[config.mk]
export PLATFORM = sky130hd
export DESIGN_NAME = l1_cache
export DESIGN_NICKNAME = d
export VERILOG_FILES = /design/src/rtl/lc3b_types.sv /design/src/rtl/l1_cache_array.sv /design/src/rtl/l1_cache.sv
export SDC_FILE = /design/constraint.sdc
export NUM_CORES = 1
export LEC_CHECK = 0
export ABC_AREA = 1
export CAP_MARGIN = 20
export CORE_ASPECT_RATIO = 1.2
export CORE_MARGIN = 2
export CORE_UTILIZATION = 49
export CTS_BUF_LIST = sky130_fd_sc_hd__clkbuf_16
export DETAILED_ROUTE_END_ITERATION = 8
export GPL_ROUTABILITY_DRIVEN = 0
export PLACE_DENSITY = 0.72
export RECOVER_POWER = 100
export REMOVE_ABC_BUFFERS = 1
export SYNTH_ARGS = -nofsm -noshare
export SYNTH_HDL_FRONTEND = slang
export SYNTH_SLANG_ARGS = --single-unit
[constraint.sdc]
create_clock -name clk -period 10 [get_ports clk]
set_clock_uncertainty 0.2 [all_clocks]
set_input_delay 2 -clock clk [delete_from_list [all_inputs] [get_ports clk]]
set_output_delay 2 -clock clk [all_outputs]
set_load 0.05 [all_outputs]
[src/rtl/lc3b_types.sv]
// Shared LC-3b cache types: fixed 8-line, 16-byte-block geometry
// and the L1 controller state encoding.
package lc3b_types;

   typedef logic [15:0]  lc3b_word;
   typedef logic [8:0]   lc3b_c_tag;
   typedef logic [2:0]   lc3b_c_index;
   typedef logic [3:0]   lc3b_c_offset;
   typedef logic [127:0] lc3b_c_block;

   typedef enum logic [1:0] {
      IDLE      = 2'd0,
      WRITEBACK = 2'd1,
      FILL      = 2'd2
   } lc3b_cache_state;

endpackage

[src/rtl/l1_cache_array.sv]
// cache_array: per-line valid/dirty/tag/data storage with a byte-enable
// word write port and a full-line load port. Ports: index_i selects line.
module cache_array
   import lc3b_types::*;
(
   input  logic        clk,
   input  logic        rst_n,
   input  lc3b_c_index index_i,
   input  logic        we_i,
   input  logic [2:0]  word_i,
   input  logic [1:0]  wmask_i,
   input  lc3b_word    wdata_i,
   input  logic        load_i,
   input  lc3b_c_tag   load_tag_i,
   input  lc3b_c_block load_data_i,
   output logic        valid_o,
   output logic        dirty_o,
   output lc3b_c_tag   tag_o,
   output lc3b_c_block data_o
);

   logic [7:0]  valid_q;
   logic [7:0]  dirty_q;
   lc3b_c_tag   tag_q  [8];
   lc3b_c_block data_q [8];
   logic [6:0]  base;

   assign base    = {word_i, 4'b0000};
   assign valid_o = valid_q[index_i];
   assign dirty_o = dirty_q[index_i];
   assign tag_o   = tag_q[index_i];
   assign data_o  = data_q[index_i];

   always_ff @(posedge clk or negedge rst_n) begin
      if (!rst_n) begin
         valid_q <= '0;
         dirty_q <= '0;
      end else if (load_i) begin
         valid_q[index_i] <= 1'b1;
         dirty_q[index_i] <= 1'b0;
      end else if (we_i) begin
         // An empty mask still marks the line dirty.
         dirty_q[index_i] <= 1'b1;
      end
   end

   always_ff @(posedge clk) begin
      if (load_i) begin
         tag_q[index_i]  <= load_tag_i;
         data_q[index_i] <= load_data_i;
      end else if (we_i) begin
         if (wmask_i[0])
            data_q[index_i][base +: 8] <= wdata_i[7:0];
         if (wmask_i[1])
            data_q[index_i][base + 7'd8 +: 8] <= wdata_i[15:8];
      end
   end

endmodule

[src/rtl/l1_cache.sv]
// l1_cache: direct-mapped write-back write-allocate L1 for LC-3b.
// CPU side: mem_* request/response. Memory side: pmem_* line transfers.
module l1_cache
   import lc3b_types::*;
(
   input  logic        clk,
   input  logic        rst_n,
   input  logic        mem_read,
   input  logic        mem_write,
   input  logic [1:0]  mem_wmask,
   input  logic [15:0] mem_address,
   input  logic [15:0] mem_wdata,
   output logic [15:0] mem_rdata,
   output logic        mem_resp,
   output logic        pmem_read,
   output logic        pmem_write,
   output logic [15:0] pmem_address,
   output logic [127:0] pmem_wdata,
   input  logic [127:0] pmem_rdata,
   input  logic        pmem_resp
);

   lc3b_cache_state state_q, state_d;
   lc3b_c_tag       miss_tag_q, miss_tag_d;
   lc3b_c_index     miss_idx_q, miss_idx_d;

   lc3b_c_tag   req_tag;
   lc3b_c_index req_idx;
   logic [2:0]  req_word;
   logic        req;
   logic        hit;

   lc3b_c_index arr_idx;
   logic        arr_we;
   logic        arr_load;
   logic        line_valid;
   logic        line_dirty;
   lc3b_c_tag   line_tag;
   lc3b_c_block line_data;

   assign req_tag  = mem_address[15:7];
   assign req_idx  = mem_address[6:4];
   assign req_word = mem_address[3:1];
   assign req      = mem_read | mem_write;
   assign hit      = line_valid && (line_tag == req_tag);

   // The miss line is latched so pmem signals stay stable even if the
   // CPU changes or withdraws its request mid-transfer.
   assign arr_idx = (state_q == IDLE) ? req_idx : miss_idx_q;

   assign mem_rdata  = line_data[{req_word, 4'b0000} +: 16];
   assign pmem_wdata = line_data;

   cache_array u_array (
      .clk         (clk),
      .rst_n       (rst_n),
      .index_i     (arr_idx),
      .we_i        (arr_we),
      .word_i      (req_word),
      .wmask_i     (mem_wmask),
      .wdata_i     (mem_wdata),
      .load_i      (arr_load),
      .load_tag_i  (miss_tag_q),
      .load_data_i (pmem_rdata),
      .valid_o     (line_valid),
      .dirty_o     (line_dirty),
      .tag_o       (line_tag),
      .data_o      (line_data)
   );

   always_comb begin
      state_d      = state_q;
      miss_tag_d   = miss_tag_q;
      miss_idx_d   = miss_idx_q;
      mem_resp     = 1'b0;
      pmem_read    = 1'b0;
      pmem_write   = 1'b0;
      pmem_address = 16'h0000;
      arr_we       = 1'b0;
      arr_load     = 1'b0;
      unique case (state_q)
         IDLE: begin
            if (req) begin
               if (hit) begin
                  mem_resp = 1'b1;
                  arr_we   = mem_write;
               end else begin
                  miss_tag_d = req_tag;
                  miss_idx_d = req_idx;
                  state_d    = (line_valid && line_dirty) ? WRITEBACK : FILL;
               end
            end
         end
         WRITEBACK: begin
            pmem_write   = 1'b1;
            pmem_address = {line_tag, miss_idx_q, 4'b0000};
            if (pmem_resp)
               state_d = req ? FILL : IDLE;
         end
         FILL: begin
            pmem_read    = 1'b1;
            pmem_address = {miss_tag_q, miss_idx_q, 4'b0000};
            if (pmem_resp) begin
               arr_load = 1'b1;
               state_d  = IDLE;
            end
         end
         default: state_d = IDLE;
      endcase
   end

   always_ff @(posedge clk or negedge rst_n) begin
      if (!rst_n) begin
         state_q    <= IDLE;
         miss_tag_q <= '0;
         miss_idx_q <= '0;
      end else begin
         state_q    <= state_d;
         miss_tag_q <= miss_tag_d;
         miss_idx_q <= miss_idx_d;
      end
   end

endmodule
**Word-level counts from Yosys, hierarchy flattened**

Memories as Yosys holds them, arrays and structs flattened.
Cells that the tools add are included.
W data, S select, Z words.

- Multiplexer cells: 293
- Reduce and logical (&&, ||, !) cells: 7
- Equality and inequality tests: 7
- Magnitude comparators: 2
- Shifts and indexed selects: 5
- Bitwise gates (word level): 262
- Add/subtract/negate cells: 3

Operator list:

| kind | number |
|---|---|
| $mux W1 | 277 |
| $or A1 B1 Y1 | 257 |
| $mux W128 | 2 |
| $shift A8 B9 Y128 const A | 2 |
| $shiftx A8 B9 Y128 | 2 |
| $shiftx A128 B8 Y16 | 1 |
| $pmux W16 S2 | 1 |
| $neg A7 Y9 | 2 |
| $mux W8 | 2 |
| $or A8 B8 Y8 | 2 |
| $mux W2 | 6 |
| $eq A9 B9 Y1 | 1 |
| $and A8 B8 Y8 | 1 |
| $ne A2 B2 Y1 const B | 4 |
| $not A8 Y8 | 1 |
| $add A7 B4 Y7 const B | 1 |
| $bmux W1 S3 | 2 |
| $pmux W2 S3 | 1 |
| $lt A3 B4 Y1 const B | 1 |
| $reduce_and A4 Y1 | 1 |
| $demux W1 S3 | 1 |
| $ge A3 B1 Y1 const B | 1 |
| $logic_and A1 B1 Y1 | 3 |
| $mux W3 | 1 |
| other kinds (6) | 6 |

- RAM bits: 1096
- Output and inout bits: 163
- Bits of input ports: 167
- Flip-flop bits (word level): 30
- Memories kept: 2

Memories:

| name | depth | width | rd ports | clocked after memory_dff | write ports | RTL line | source |
|---|---|---|---|---|---|---|---|
| u_array.data_q | 8 | 128 | 1 | 0 | 1 | l1_cache_array.sv:25 | `lc3b_c_block data_q [8];` |
| u_array.tag_q | 8 | 9 | 1 | 0 | 1 | l1_cache_array.sv:24 | `lc3b_c_tag tag_q [8];` |

**Longest topological paths before layout**

- Depth after elaboration: 13
- Gate-level depth with buffers: 24

**Cells and area by module**

From an unflattened synthesis, not the netlist that was laid out.

- Cell total of the unflattened synthesis: 5388
- Area total of the unflattened synthesis: 50825.0 sq um

Modules (own cells, without submodules):

| module | cells each | sequential area each (sq um) | times used | area an instance (sq um) |
|---|---|---|---|---|
| cache_array | 4974 | 33311.9 | 1 | 48674.2 |
| l1_cache | 414 | 350.3 | 1 | 2150.8 |

**Worst setup path after synthesis**

OpenSTA, ideal clock, no wires.

- Path type: input to output
- From: in mem_address[5]
- To: out mem_rdata[1]
- Stages on the path: 13
- Slack: 3159 ps
- Arrival: 4641 ps
- Cells stage by stage: inv_1 -> nand2_1 -> nand2_1 -> buf_2 -> nand2_1 -> nor2_1 -> clkbuf_1 -> buf_1 -> a221oi_1 -> nand4_1 -> or2_2 -> nand3_1 -> nand3_1

- Cells in the longest elaborated chain, start to end: 3

RTL lines:

| element | RTL line | source |
|---|---|---|
| start: declaration | l1_cache.sv:11 | `input logic [15:0] mem_address,` |
| $mux W3 | l1_cache.sv:49 | `assign arr_idx = (state_q == IDLE) ? req_idx : miss_idx_q;` |
| $mem_v2 Z8 W128 | -- |  |
| via pmem_wdata[113] | l1_cache.sv:18 | `output logic [127:0] pmem_wdata,` |
| $shiftx A128 B8 Y16 | l1_cache.sv:51 | `assign mem_rdata = line_data[{req_word, 4'b0000} +: 16];` |
| end: declaration | l1_cache.sv:13 | `output logic [15:0] mem_rdata,` |

The timed path passes the listed nets, and every way through them passes these cells.

**Worst setup path in the final report**

- From: in mem_address[5]
- To: out mem_rdata[9]

- Cells in the longest elaborated chain, start to end: 3

RTL lines:

| element | RTL line |
|---|---|
| $mux W3 | l1_cache.sv:49 |
| $mem_v2 Z8 W128 | -- |
| $shiftx A128 B8 Y16 | l1_cache.sv:51 |

Every way passes these cells.

==> results.md <==
- Status: complete, but fails checks
- Failing checks: max-capacitance violations, max-slew violations
- Clock sinks: roughly 1,100
- Die height: 340 um
- Slew headroom: -1.12
- Synth Register Bits: 1,126
- CP Capture Type: output pin
- Final hold vios: 0
- Worst-path maximum fanout: 14
- Yosys warnings: 0
- CP required: 7800 ps
- Post-CTS Setup Repair Bufs: 0
- Worst setup margin: about 700 ps
- Largest stage delay on the critical path: roughly 1300 ps
- Final HPWL DP: between 90,000 and 100,000 um
- Sequential element share of the synthesized area: 0.732
- Hold path startpoint: u_array.valid_q[4]$_DFFE_PN0P_
- Skew-Pair Late Insertion Delay: between 600 and 700 ps
- Slew @ Worst Pin: around 3200 ps
- Clock Pin Slew Worst Setup and Hold Paths: 50 ps
- Met1 usage: 0.388
- DRT Pass-1 Iters: 6
- Post-Synthesis Cells: around 3,500
- Final net count: ~4,000
- First-pass GRT wire length: 208,000 um
- Cts hold-fix bufs: 0
- Fmax achieved: approximately 110 MHz
- # resized after CTS: 0
- PD cells: 338 mW/mm2
- Worst r2r src: state_q[0]$_DFFE_PN0P_
- Post-DRT Antenna Nets: 0
- Type of origin of the critical path: input pin
- Rows: ~120
- Area delta synth->final: 17.3%
- Cell variety after synth: 42
- CTS tree: done
- H-tree levels: 3
- # IOs: 330
- Initial antenna violation count: 7
- Total GRT Usage: 0.299
- Critical Path Slowest Stage Cell: nor2_1
- Crit path buf inv count: 3
- Mapped Area: ~0.046 mm2
- Total gr overflow: 0
- M3 GR Usage: 0.0607
- Clock buffer depth: 3
- Via density per instance: around 6.3
- Crit path from: mem_address[5]
- Top post-synthesis cells by area: edfxtp_1 72%, nand2_1 7.0%, a22oi_1 3.4%, nand3_1 2.7%, a221oi_1 2.1%
- Maximum VDD drop: 0.000418 V
- Total core area: about 0.093 mm2
- Max-slew violations: 254
- Routed Wire Length: roughly 150,000 um
- Die width: around 280 um
- Port Buffers: 324
- Via count: roughly 33,000
- Die area: 0.0963 mm2
- Family with the most delay on the worst path: simple AND/OR/NAND/NOR gates
- Routing usage on met2: 0.477
- Crit path kind: input pin to output pin
- Final Critical Period: just over 9000 ps
- Static leakage: ~19 nW
- Grt peak-use layer: met2
- Maximum Capacitance Violations: 9
- Synth top area share: 0.716
- RSZ-0062 raised after global routing: no
- CTS Root Cell: clkbuf_16
- Largest area contributor in the netlist: edfxtp_1
- WL/cell: ~28 um
- Vias in the first global route: between 30,000 and 40,000
- Critical Path AT: around 7000 ps
- DRC violations left: 0
- Worst slack, placed: 1400 ps
- Worst path most repeated cell: nand2_1
- Pin count of the biggest net entering global routing: 75
- 1st-iter DRT viols: about 4,700
- Post-synthesis area per instance: approximately 13 um2
- Num CTS Buffers: between 100 and 150
- Crit share post-route: 0.930
- Crit-path cells: dlygate4sd3_1 -> nand2_1 -> nand2_1 -> nand2_1 -> nor2_1 -> buf_4 -> nand2_1 -> and3_1 -> nand3_1 -> nor2_1 -> o22ai_1 -> nand2_1 -> nand3_1 -> dlygate4sd3_1
- Hold WC Path Type: flop to flop
- Final core utilization: 0.577
- Layout cells sized above 1: 0.0684
- # setup viols final: 0
- Starting density of the core: 0.492
==> where the power goes <==
part           switching, mW  total, mW  internal (mW)
Sequential             0.147       5.83           5.68
Clock                   1.76       3.94           2.19
Combinational           6.36       8.47           2.11
Total                   8.26       18.2           9.98
==> cells in the final DEF, fill, tap and decap left out, types with 27 or more instances in the layout <==
| master | instances |
|---|---|
| nand2_1 | 854 |
| o2bb2ai_1 | 37 |
| dfrtp_1 | 30 |
| buf_4 | 67 |
| a22oi_1 | 209 |
| o21ai_0 | 78 |
| dlygate4sd3_1 | 161 |
| a221oi_1 | 110 |
| nand3_1 | 258 |
| edfxtp_1 | 1096 |
| nand4_1 | 65 |
| clkdlybuf4s50_1 | 161 |
| and3_1 | 27 |
| a21oi_1 | 158 |
| nor2_1 | 124 |
| clkinv_1 | 37 |
| inv_1 | 148 |
| clkbuf_16 | 104 |
==> logic make-up (layout without fill, tap and decap cells) <==
family | count (synthesis) | in the layout | share of synthesized area
AOI/OAI and AO/OA | 650 | 650 | 0.0988
adders and majority gates | 10 | 10 | 0.00272
buffers and inverters | 355 | 760 | 0.0334
DFF | 1126 | 1126 | 0.732
other | 1 | 7 | 0.0000815
and+or+nand+nor | 1398 | 1398 | 0.133
==> cell usage after synthesis <==
master	count
ha_1	10
nand3b_1	10
nand2_2	4
inv_1	130
buf_6	15
o211a_1	2
o2bb2ai_1	37
or2_2	17
nand4_1	65
a21oi_2	14
nor2_4	1
nand3_2	1
clkinv_1	6
edfxtp_1	1096
and2_0	1
nor2_2	9
and3_1	27
nor3_1	22
buf_1	33
nand3_1	245
a221oi_1	110
clkbuf_1	118
a21boi_0	5
o22ai_1	7
nor4_2	2
dfrtp_1	30
o21ai_1	4
nand2_1	859
conb_1	1
buf_2	45
o211ai_1	11
buf_4	5
a21oi_1	144
o21ai_0	78
nor2_1	123
a22o_1	23
a22oi_1	209
inv_2	2
o21bai_1	5
nand3_4	12
buf_12	1
o2111ai_1	1
==> per-stage QoR <==
step	std cells	power, mW	setup TNS, ps	area, um2	hold WS [ps]
after floorplan	3326	10.9	-79290	45000	224
after global placement	4993	14.5	0	50800	238
after detailed placement	4994	14.6	0	50800	252
after CTS	5190	18.5	0	54200	266
after global routing	5198	18.8	0	53900	277
final	5201	18.2	0	53900	261
==> worst min-delay path, cell delays in order, from the launching register on <==
cell	delay, ps
dfrtp_1	320
inv_1	50
o21ai_0	60
==> final cells by class <==
| class | instances | area, um2 |
|---|---|---|
| Sequential cell | 1126 | 33700 |
| Fill cell | 7329 | 39500 |
| Tap cell | 1250 | 1560 |
| Inverter | 138 | 519 |
| Antenna cell | 3 | 7.51 |
| Clock inverter | 92 | 786 |
| Multi-Input combinational cell | 2062 | 10600 |
| Timing Repair Buffer | 426 | 4140 |
| Clock buffer | 104 | 2600 |
==> registers in the layout, summed over array words and instances, names as in the netlist, named ones only <==
signal,cells
u_array.valid_q,8
state_q,2
miss_tag_q,9
miss_idx_q,3
u_array.data_q,1024
u_array.tag_q,72
==> per-layer routing <==
| layer | routed length (um) | up-vias |
|---|---|---|
| li1 | - | 13800 |
| met1 | 51900 | 15900 |
| met2 | 68900 | 2422 |
| met3 | 17900 | 444 |
| met4 | 9040 | 6 |
| met5 | 39 | - |
==> path summary, 6_finish.rpt <==
kind	end	slack, ps	depth (start not counted)
max reg2reg	u_array.data_q[4][114]$_DFFE_PP_	2520	19
max in group asynchronous	u_array.valid_q[4]$_DFFE_PN0P_	6370	2
max	mem_rdata[9]	700	14
min	u_array.valid_q[4]$_DFFE_PN0P_	260	2
min reg2reg	u_array.valid_q[4]$_DFFE_PN0P_	260	2
min in group asynchronous	async pin	2150	2
No activity file was read; power rests on OpenSTA's default activity.
